[config.mk]
export PLATFORM = sky130hd
export DESIGN_NAME = ifmap_mc_receiver
export DESIGN_NICKNAME = d
export VERILOG_FILES = /design/src/rtl/noc_pkg.sv /design/src/rtl/noc_sync_fifo.sv /design/src/rtl/ifmap_mc_receiver.sv
export SDC_FILE = /design/constraint.sdc
export NUM_CORES = 1
export LEC_CHECK = 0
export ABC_CLOCK_PERIOD_IN_PS = 3350
export CORE_UTILIZATION = 35
export CTS_CLUSTER_DIAMETER = 100
export DETAILED_ROUTE_END_ITERATION = 8
export SYNTH_ARGS = -nofsm -noshare
export SYNTH_HDL_FRONTEND = slang
export SYNTH_SLANG_ARGS = --single-unit
[constraint.sdc]
create_clock -name clk -period 3.35 [get_ports clk]
set_input_delay 0.67 -clock clk [delete_from_list [all_inputs] [get_ports clk]]
set_output_delay 0.67 -clock clk [all_outputs]
set_load 0.005 [all_outputs]
[src/rtl/noc_pkg.sv]
// Shared NoC definitions for the ifmap multicast bus: default tag widths and
// the receiver pass-state encoding.
package noc_pkg;

  localparam int NOC_ROW_TAG_WIDTH = 4;
  localparam int NOC_COL_TAG_WIDTH = 5;

  typedef enum logic [1:0] {
    IDLE  = 2'd0,
    RECV  = 2'd1,
    DRAIN = 2'd2,
    DONE  = 2'd3
  } rx_state_t;

endpackage

[src/rtl/noc_sync_fifo.sv]
// Small synchronous FIFO with a combinational head; holds matched ifmap words
// until the PE takes them.
module noc_sync_fifo #(
  parameter int DATA_WIDTH = 16,
  parameter int FIFO_DEPTH = 2
) (
  input  logic                  clk,
  input  logic                  reset_n,
  input  logic                  push,
  input  logic [DATA_WIDTH-1:0] push_data,
  input  logic                  pop,
  output logic                  full,
  output logic                  empty,
  output logic [DATA_WIDTH-1:0] head
);

  localparam int AW = $clog2(FIFO_DEPTH);

  logic [DATA_WIDTH-1:0] mem_reg [FIFO_DEPTH];
  logic [AW:0]           wr_ptr_reg;
  logic [AW:0]           rd_ptr_reg;
  logic                  push_ok;
  logic                  pop_ok;

  // Pointers carry one extra wrap bit so full and empty are distinguishable.
  assign full    = (wr_ptr_reg[AW] != rd_ptr_reg[AW]) &&
                   (wr_ptr_reg[AW-1:0] == rd_ptr_reg[AW-1:0]);
  assign empty   = (wr_ptr_reg == rd_ptr_reg);
  assign push_ok = push & ~full;
  assign pop_ok  = pop & ~empty;

  // Storage is not reset; the head is forced to zero whenever nothing is held.
  assign head = empty ? '0 : mem_reg[rd_ptr_reg[AW-1:0]];

  always_ff @(posedge clk) begin
    if (push_ok) begin
      mem_reg[wr_ptr_reg[AW-1:0]] <= push_data;
    end
  end

  always_ff @(posedge clk or negedge reset_n) begin
    if (!reset_n) begin
      wr_ptr_reg <= '0;
      rd_ptr_reg <= '0;
    end else begin
      if (push_ok) wr_ptr_reg <= wr_ptr_reg + 1'b1;
      if (pop_ok)  rd_ptr_reg <= rd_ptr_reg + 1'b1;
    end
  end

endmodule

[src/rtl/ifmap_mc_receiver.sv]
// Ifmap multicast receiver: filters bus packets on (row_tag, col_tag), buffers the
// matches for one PE and signals done once the expected number has been delivered.
module ifmap_mc_receiver
  import noc_pkg::*;
#(
  parameter int DATA_WIDTH    = 16,
  parameter int ROW_TAG_WIDTH = NOC_ROW_TAG_WIDTH,
  parameter int COL_TAG_WIDTH = NOC_COL_TAG_WIDTH,
  parameter int FIFO_DEPTH    = 2,
  parameter int CNT_WIDTH     = 8
) (
  input  logic                     clk,
  input  logic                     reset_n,
  input  logic                     config_en,
  input  logic [ROW_TAG_WIDTH-1:0] config_row_id,
  input  logic [COL_TAG_WIDTH-1:0] config_col_id,
  input  logic                     config_active,
  input  logic                     start,
  input  logic [CNT_WIDTH-1:0]     expected_count,
  input  logic                     bus_valid,
  output logic                     bus_ready,
  input  logic [DATA_WIDTH-1:0]    bus_data,
  input  logic [ROW_TAG_WIDTH-1:0] row_tag,
  input  logic [COL_TAG_WIDTH-1:0] col_tag,
  output logic                     pe_valid,
  input  logic                     pe_ready,
  output logic [DATA_WIDTH-1:0]    pe_data,
  output logic                     busy,
  output logic                     done
);

  rx_state_t                state_reg;
  logic [ROW_TAG_WIDTH-1:0] row_id_reg;
  logic [COL_TAG_WIDTH-1:0] col_id_reg;
  logic                     active_reg;
  logic [CNT_WIDTH-1:0]     expected_reg;
  logic [CNT_WIDTH-1:0]     count_reg;
  logic                     busy_reg;
  logic                     done_reg;

  logic fifo_full;
  logic fifo_empty;
  logic match;
  logic push;
  logic pop;
  logic last_push;

  // Gating with bus_valid keeps bus_ready independent of the tags on idle bus cycles.
  assign match = bus_valid & active_reg &
                 (row_tag == row_id_reg) & (col_tag == col_id_reg);

  // No pass-through: a full buffer blocks a matching packet even if the PE pops now.
  assign bus_ready = (state_reg == RECV) & (~match | ~fifo_full);
  assign push      = bus_valid & bus_ready & match;
  assign pe_valid  = ~fifo_empty;
  assign pop       = pe_valid & pe_ready;
  assign last_push = push & ((count_reg + CNT_WIDTH'(1)) == expected_reg);

  assign busy = busy_reg;
  assign done = done_reg;

  noc_sync_fifo #(
    .DATA_WIDTH (DATA_WIDTH),
    .FIFO_DEPTH (FIFO_DEPTH)
  ) u_fifo (
    .clk       (clk),
    .reset_n   (reset_n),
    .push      (push),
    .push_data (bus_data),
    .pop       (pop),
    .full      (fifo_full),
    .empty     (fifo_empty),
    .head      (pe_data)
  );

  always_ff @(posedge clk or negedge reset_n) begin
    if (!reset_n) begin
      state_reg    <= IDLE;
      row_id_reg   <= '0;
      col_id_reg   <= '0;
      active_reg   <= 1'b0;
      expected_reg <= '0;
      count_reg    <= '0;
      busy_reg     <= 1'b0;
      done_reg     <= 1'b0;
    end else begin
      done_reg <= 1'b0;
      case (state_reg)
        IDLE: begin
          if (config_en) begin
            row_id_reg <= config_row_id;
            col_id_reg <= config_col_id;
            active_reg <= config_active;
          end
          if (start) begin
            expected_reg <= expected_count;
            count_reg    <= '0;
            busy_reg     <= 1'b1;
            state_reg    <= (expected_count == '0) ? DRAIN : RECV;
          end
        end
        RECV: begin
          if (push) count_reg <= count_reg + CNT_WIDTH'(1);
          if (last_push) state_reg <= DRAIN;
        end
        DRAIN: begin
          if (fifo_empty) begin
            state_reg <= DONE;
            done_reg  <= 1'b1;
          end
        end
        DONE: begin
          state_reg <= IDLE;
          busy_reg  <= 1'b0;
        end
        default: begin
          state_reg <= IDLE;
          busy_reg  <= 1'b0;
        end
      endcase
    end
  end

endmodule

Word-level counts from Yosys, hierarchy flattened
Memories as Yosys holds them, arrays and structs flattened.
Cells that the tools add are included.
{"block": "totals", "reg_bits": 34, "wordCells": 66, "n_memories": 1, "in_bits": 49, "ramBits": 32, "output_inout_bits": 20}
{"name": "u_fifo.mem_reg", "words": 2, "width": 16, "read_ports": 1, "rd_clocked_by_memory_dff": 0, "write_ports": 1, "line": "noc_sync_fifo.sv:19", "text": "logic [DATA_WIDTH-1:0] mem_reg [FIFO_DEPTH];"}
{"block": "classes", "add_sub_neg": 3, "muxes": 15, "n_reduce_logical": 10, "eq_ne": 13, "bitwise_logic": 14}
{"cell": "2-to-1 mux 16 bit", "count": 1}
{"cell": "2-to-1 mux 8 bit", "count": 2}
{"cell": "one-hot mux 8 bit (2 select lines)", "count": 1}
{"cell": "AND 1 bit", "count": 10}
{"cell": "adder 8 x 1 -> 8 bit, second input constant", "count": 1}
{"cell": "== test 8 bit", "count": 1}
{"cell": "zero test 8 bit", "count": 1}
{"cell": "2-to-1 mux 2 bit", "count": 4}
{"cell": "one-hot mux 2 bit (4 select lines)", "count": 1}
{"cell": "!= test 2 bit, second input constant", "count": 3}
{"cell": "AND reduction 2 bit", "count": 3}
{"cell": "AND reduction 3 bit", "count": 2}
{"cell": "== test 5 bit", "count": 1}
{"cell": "2-to-1 mux 1 bit", "count": 5}
{"cell": "adder 2 x 1 -> 2 bit, second input constant", "count": 2}
{"cell": "== test 2 bit, second input constant", "count": 2}
{"cell": "== test 4 bit", "count": 1}
{"cell": "nonzero test 2 bit", "count": 2}
{"cell": "NOT 1 bit", "count": 3}
{"cell": "== test 2 x 1 -> 1 bit, second input constant", "count": 1}
{"cell": "== test 2 bit", "count": 1}
{"cell": "zero test 2 bit", "count": 1}
{"cell": "!= test 2 x 1 -> 1 bit, second input constant", "count": 1}
{"cell": "one-hot mux 1 bit (2 select lines)", "count": 1}
{"cell": "4 further kinds", "count": 4}

Longest topological paths before layout
Gate-level depths: netlist of run 1.
{"block": "logic_depth", "ltp_word": 11, "depth_mapped": 9, "mapped_depth_nobuf": 8}

Cells and area by module
A second synthesis of run 1 with hierarchy kept.
{"block": "unflattened", "cells_unflattened": 284, "area_unflattened_um2": 3349.5}
{"module": "ifmap_mc_receiver", "cells_per_inst": 191, "area_each_um2": 1900.6, "n_inst": 1, "seq_area_each_um2": 750.7}
{"module": "noc_sync_fifo", "cells_per_inst": 93, "area_each_um2": 1448.9, "n_inst": 1, "seq_area_each_um2": 1061.0}

Least setup slack after synthesis of run 1
No wires, ideal clock.
{"block": "synth_path", "path_type": "input -> register", "startpoint": "input port row_tag[2]", "endpoint": "memory u_fifo.mem_reg[0][0] (enable)", "path_buffers": 0, "t_required_ns": 2.962, "setup_time_ns": 0.388, "path_slack_ns": 0.460, "arrival_ns": 2.501, "cell_stages": 6, "path_cell_list": "xnor2_1 nand4_1 or3b_1 nor4_1 nand2_1 nor2_1"}
{"block": "synth_via", "elab_chain_len": 11}
{"item": "start: declaration", "line": "ifmap_mc_receiver.sv:23", "text": "input logic [ROW_TAG_WIDTH-1:0] row_tag,"}
{"item": "== test 4 bit *", "line": "ifmap_mc_receiver.sv:50", "text": "(row_tag == row_id_reg) & (col_tag == col_id_reg);"}
{"item": "AND 1 bit *", "line": "ifmap_mc_receiver.sv:49", "text": "assign match = bus_valid & active_reg &"}
{"item": "AND 1 bit *", "line": "ifmap_mc_receiver.sv:50"}
{"item": "NOT 1 bit", "line": "ifmap_mc_receiver.sv:53", "text": "assign bus_ready = (state_reg == RECV) & (~match | ~fifo_full);"}
{"item": "bitwise OR 1 bit", "line": "ifmap_mc_receiver.sv:53"}
{"item": "AND 1 bit", "line": "ifmap_mc_receiver.sv:53"}
{"item": "AND 1 bit", "line": "ifmap_mc_receiver.sv:54", "text": "assign push = bus_valid & bus_ready & match;"}
{"item": "AND 1 bit *", "line": "ifmap_mc_receiver.sv:54"}
{"item": "AND 1 bit *", "line": "noc_sync_fifo.sv:29", "text": "assign push_ok = push & ~full;"}
{"item": "2-to-1 mux 1 bit *", "line": "noc_sync_fifo.sv:36", "text": "if (push_ok) begin"}
{"item": "2-to-1 mux 1 bit (not written as such) *", "line": "noc_sync_fifo.sv:37", "text": "mem_reg[wr_ptr_reg[AW-1:0]] <= push_data;"}
{"item": "end: declaration", "line": "noc_sync_fifo.sv:19"}
Every way passes the cells marked *; elsewhere a longest branch is shown, timed or not.

Final worst setup path of run 1
{"block": "layout_path", "startpoint": "input port col_tag[2]", "endpoint": "output port bus_ready"}
{"block": "layout_via", "elab_chain_len": 5}
{"item": "start: declaration", "line": "ifmap_mc_receiver.sv:24", "text": "input logic [COL_TAG_WIDTH-1:0] col_tag,"}
{"item": "== test 5 bit", "line": "ifmap_mc_receiver.sv:50"}
{"item": "AND 1 bit", "line": "ifmap_mc_receiver.sv:50"}
{"item": "NOT 1 bit", "line": "ifmap_mc_receiver.sv:53"}
{"item": "bitwise OR 1 bit", "line": "ifmap_mc_receiver.sv:53"}
{"item": "AND 1 bit", "line": "ifmap_mc_receiver.sv:53"}
{"item": "end: declaration", "line": "ifmap_mc_receiver.sv:21", "text": "output logic bus_ready,"}
Every way passes these cells.

==> results.md, run 1 <==
- Starting density of the core: 0.364
- Met1 usage in global routing: 0.185
- Post-detailed-route count of antenna-violating nets: 0
- Rows: 34
- Yosys cell types: 47
- Port Buffers: just under 70
- Avg Inst Size Synth: approximately 12 µm²
- RSZ-0062 raised after global routing: no
- TNS Setup: 0 ns
- Core Box Area: 8760 µm²
- Via Count: between 2000 and 2500
- Register area share after synthesis: 0.569
- Die extent in x: ~97 µm
- Max reg flops: 32
- Post-Synthesis Cells: about 260
- Post-Layout Inst Area: between 4000 and 5000 µm²
- Gp weighted congestion: 0.799
- Post-Syn Nets: ~320
- First-pass GRT wire length: ~11 mm
- I/O pin cnt: 69
- Gr ovfl total: 0
- #FFs+latches synth: 66
- Non-Filler Instances: between 400 and 500
- GRT met3 Usage: 0.0295
- Max clock buf depth: 2
- Antenna Cells: 0
- Pre-antenna DRT Iters: 4
- Pwr dens: approximately 720 nW/µm²
- Routed len/inst: about 15 µm
- Slew HR: 0.611
- Total GRT Usage: 0.151
- Post-Route WL: ~6.7 mm
- Via-to-Cell Ratio: 4.99
- Status: finished clean
- CTS H-tree lvls: 3
- Clock Skew: between 0.007 and 0.008 ns
- Largest cells by area after synthesis: edfxtp_1 (30%), dfrtp_1 (27%), mux2_2 (6.4%), mux2i_1 (5.7%), xnor2_1 (5.5%)
- Synth top area share: 0.302
- CTS Sinks: 66
- Fin. Hold Viols: 0
- Post-CTS Resized: 0
- Cell area after synthesis: 3190 µm²
- Top_reg_cell synth: dfrtp_1
- Worst path required time: approximately 2.7 ns
- Final Util: 0.482
- Final min period: 2.90 ns
- Critical Path Sink Type: primary output
- Max Freq: between 300 and 400 MHz
- Met2 GRT Util: 0.251
- Crit Path Category: in2out
- GR peak layer: met2
- Die Area: 9490 µm²
- DR iter-0 viols: 93
- Number of global-route vias before repair: 2368
- Clk_lat worst skew: between 0.3 and 0.4 ns
- Layout area overhead: 32.5%
- CP max FO: 2
- EDFF count, synth: 32
- Hpwl dp: approximately 4.8 mm
- Post-CTS Setup Inserts: 0
- Die H: ~97 µm
- CTS Hold Bufs: 0
- Number of fill cells: around 800
- Placed Cells: 435
- Worst Hold Class: reg2reg
- Initial antenna violation count: 0
- Clock Pin Slew Worst Setup and Hold Paths: ~0.080 ns
- Crit start category: input pin
- Yosys top cell by area: edfxtp_1
- Worst Path Arrival: 2.23 ns
- Final Max Tran Viols: 0
- Synthesis Warnings: 0
- Leak: roughly 1.6 nW
- Largest net degree at the start of global routing: 35
- Worst slew pin tran: around 0.58 ns
- Share of post-route cells with drive strength above 1: 0.131
- Clock root cell: clkbuf_8
- WHS: a little under 0.5 ns
- MaxCap Viol Count: 0
- Maximum VDD drop: ~290 µV
- Placed instance area: approximately 4000 µm²
- Synth async-reset ratio: 0.515
- DRC: 0
- Total CTS buffers: 9
- Final setup viols: 0
- Nets@finish: 392
- Crit share post-route: 0.867
- CTS tree: done
## metrics by stage
step / power [mW] / worst slack (ns)
2_1_floorplan: 1.90 / 0.460
3_3_place_gp: 2.37 / 0.254
3_5_place_dp: 2.39 / 0.146
4_1_cts: 3.08 / 0.440
5_1_grt: 3.25 / 0.296
6_report: 3.04 / 0.447
## cell type report
| type | instances | area [µm²] | share of cell area |
|---|---|---|---|
| Timing Repair Buffer | 74 | 738 | 0.175 |
| Inverter | 7 | 26.3 | 0.00623 |
| Multi-Input combinational cell | 180 | 1310 | 0.310 |
| Clock buffer | 10 | 138 | 0.0326 |
| Tap cell | 108 | 135 | 0.0320 |
| Clock inverter | 6 | 65.1 | 0.0154 |
| Sequential cell | 66 | 1810 | 0.429 |
## where the power goes
group | total (mW) | switching, mW | internal [mW]
Clock | 0.675 | 0.310 | 0.365
Combinational | 1.23 | 0.558 | 0.674
Sequential | 1.13 | 0.125 | 1.01
## Yosys cell counts, types with 2 or more instances
cell       number
a21oi_1         3
a32o_1          2
and2_1          6
buf_2           2
clkbuf_1        3
dfrtp_1        34
edfxtp_1       32
ha_1            5
inv_1           6
mux2_2         18
mux2i_1        18
nand2_1        19
nand3_1        13
nand4_1         4
nand4b_1        2
nor2_1         24
nor2b_1         2
nor3_1          4
o2111ai_1       2
o21ai_0         8
o21ai_1         4
o31ai_1         3
xnor2_1        20
xor2_1          4
## worst max-delay path: stages
cell and delay, ns:
clkdlybuf4s50_1 0.49, xnor2_1 0.15, nand4_1 0.15, o31a_1 0.33, clkdlybuf4s50_1 0.45
## final timing paths
check                                                 start  cells past startpoint  slack [ns]                               end
max in group asynchronous                           reset_n                      2        2.29          count_reg[7]$_DFFE_PN0P_
min reg2reg                u_fifo.wr_ptr_reg[1]$_DFFE_PN0P_                      1        0.49  u_fifo.wr_ptr_reg[1]$_DFFE_PN0P_
min                        u_fifo.wr_ptr_reg[1]$_DFFE_PN0P_                      1        0.49  u_fifo.wr_ptr_reg[1]$_DFFE_PN0P_
max                                              col_tag[2]                      5        0.45                         bus_ready
min in group asynchronous                           reset_n                      2        0.74            active_reg$_DFFE_PN0P_
max reg2reg                        count_reg[0]$_DFFE_PN0P_                      7        0.79          state_reg[1]$_DFFE_PN0P_
## per-layer routing
| metal | up-vias | routed length (µm) |
|---|---|---|
| met3 | 12 | 220 |
| met2 | 46 | 3380 |
| li1 | 1102 | - |
| met4 | 0 | 157 |
| met5 | - | 0 |
| met1 | 1092 | 2940 |
## cells in the final DEF (no fill, tap or decap), types with 6 or more instances in the layout
master / n
and2_1: 6
clkbuf_8: 10
o21ai_0: 8
xnor2_1: 20
mux2_2: 18
clkdlybuf4s50_1: 68
inv_1: 6
nor2_1: 24
dfrtp_1: 34
edfxtp_1: 32
nand2_1: 19
mux2i_1: 18
nand3_1: 13
## kinds of logic (layout without fill, tap and decap cells)
family / count (synthesis) / in the layout / share of synthesized area
xor+xnor: 25 / 25 / 0.0711
mux: 36 / 36 / 0.120
simple gates: 82 / 82 / 0.125
compound gates: 32 / 32 / 0.0742
fa+ha+maj: 5 / 5 / 0.0196
buf+inv: 15 / 97 / 0.0212
flops: 66 / 66 / 0.569
No activity file was read; power rests on OpenSTA's default activity.
==> run 2: changes to the inputs <==
--- a/config.mk
+++ b/config.mk
@@ -7,6 +7,7 @@
 export LEC_CHECK = 0
 export ABC_CLOCK_PERIOD_IN_PS = 3350
 export CORE_UTILIZATION = 35
+export CTS_BUF_LIST = sky130_fd_sc_hd__clkbuf_8
 export CTS_CLUSTER_DIAMETER = 100
 export DETAILED_ROUTE_END_ITERATION = 8
 export SYNTH_ARGS = -nofsm -noshare
==> results of run 2 <==
Same layout as run 1: the final DEF is identical, and so are final timing and power.
==> run 3: changes to the inputs <==
--- a/config.mk
+++ b/config.mk
@@ -10,6 +10,7 @@
 export CTS_BUF_LIST = sky130_fd_sc_hd__clkbuf_8
 export CTS_CLUSTER_DIAMETER = 100
 export DETAILED_ROUTE_END_ITERATION = 8
+export SKIP_CTS_REPAIR_TIMING = 1
 export SYNTH_ARGS = -nofsm -noshare
 export SYNTH_HDL_FRONTEND = slang
 export SYNTH_SLANG_ARGS = --single-unit
==> results of run 3 <==
Same layout as run 1: the final DEF is identical, and so are final timing and power.
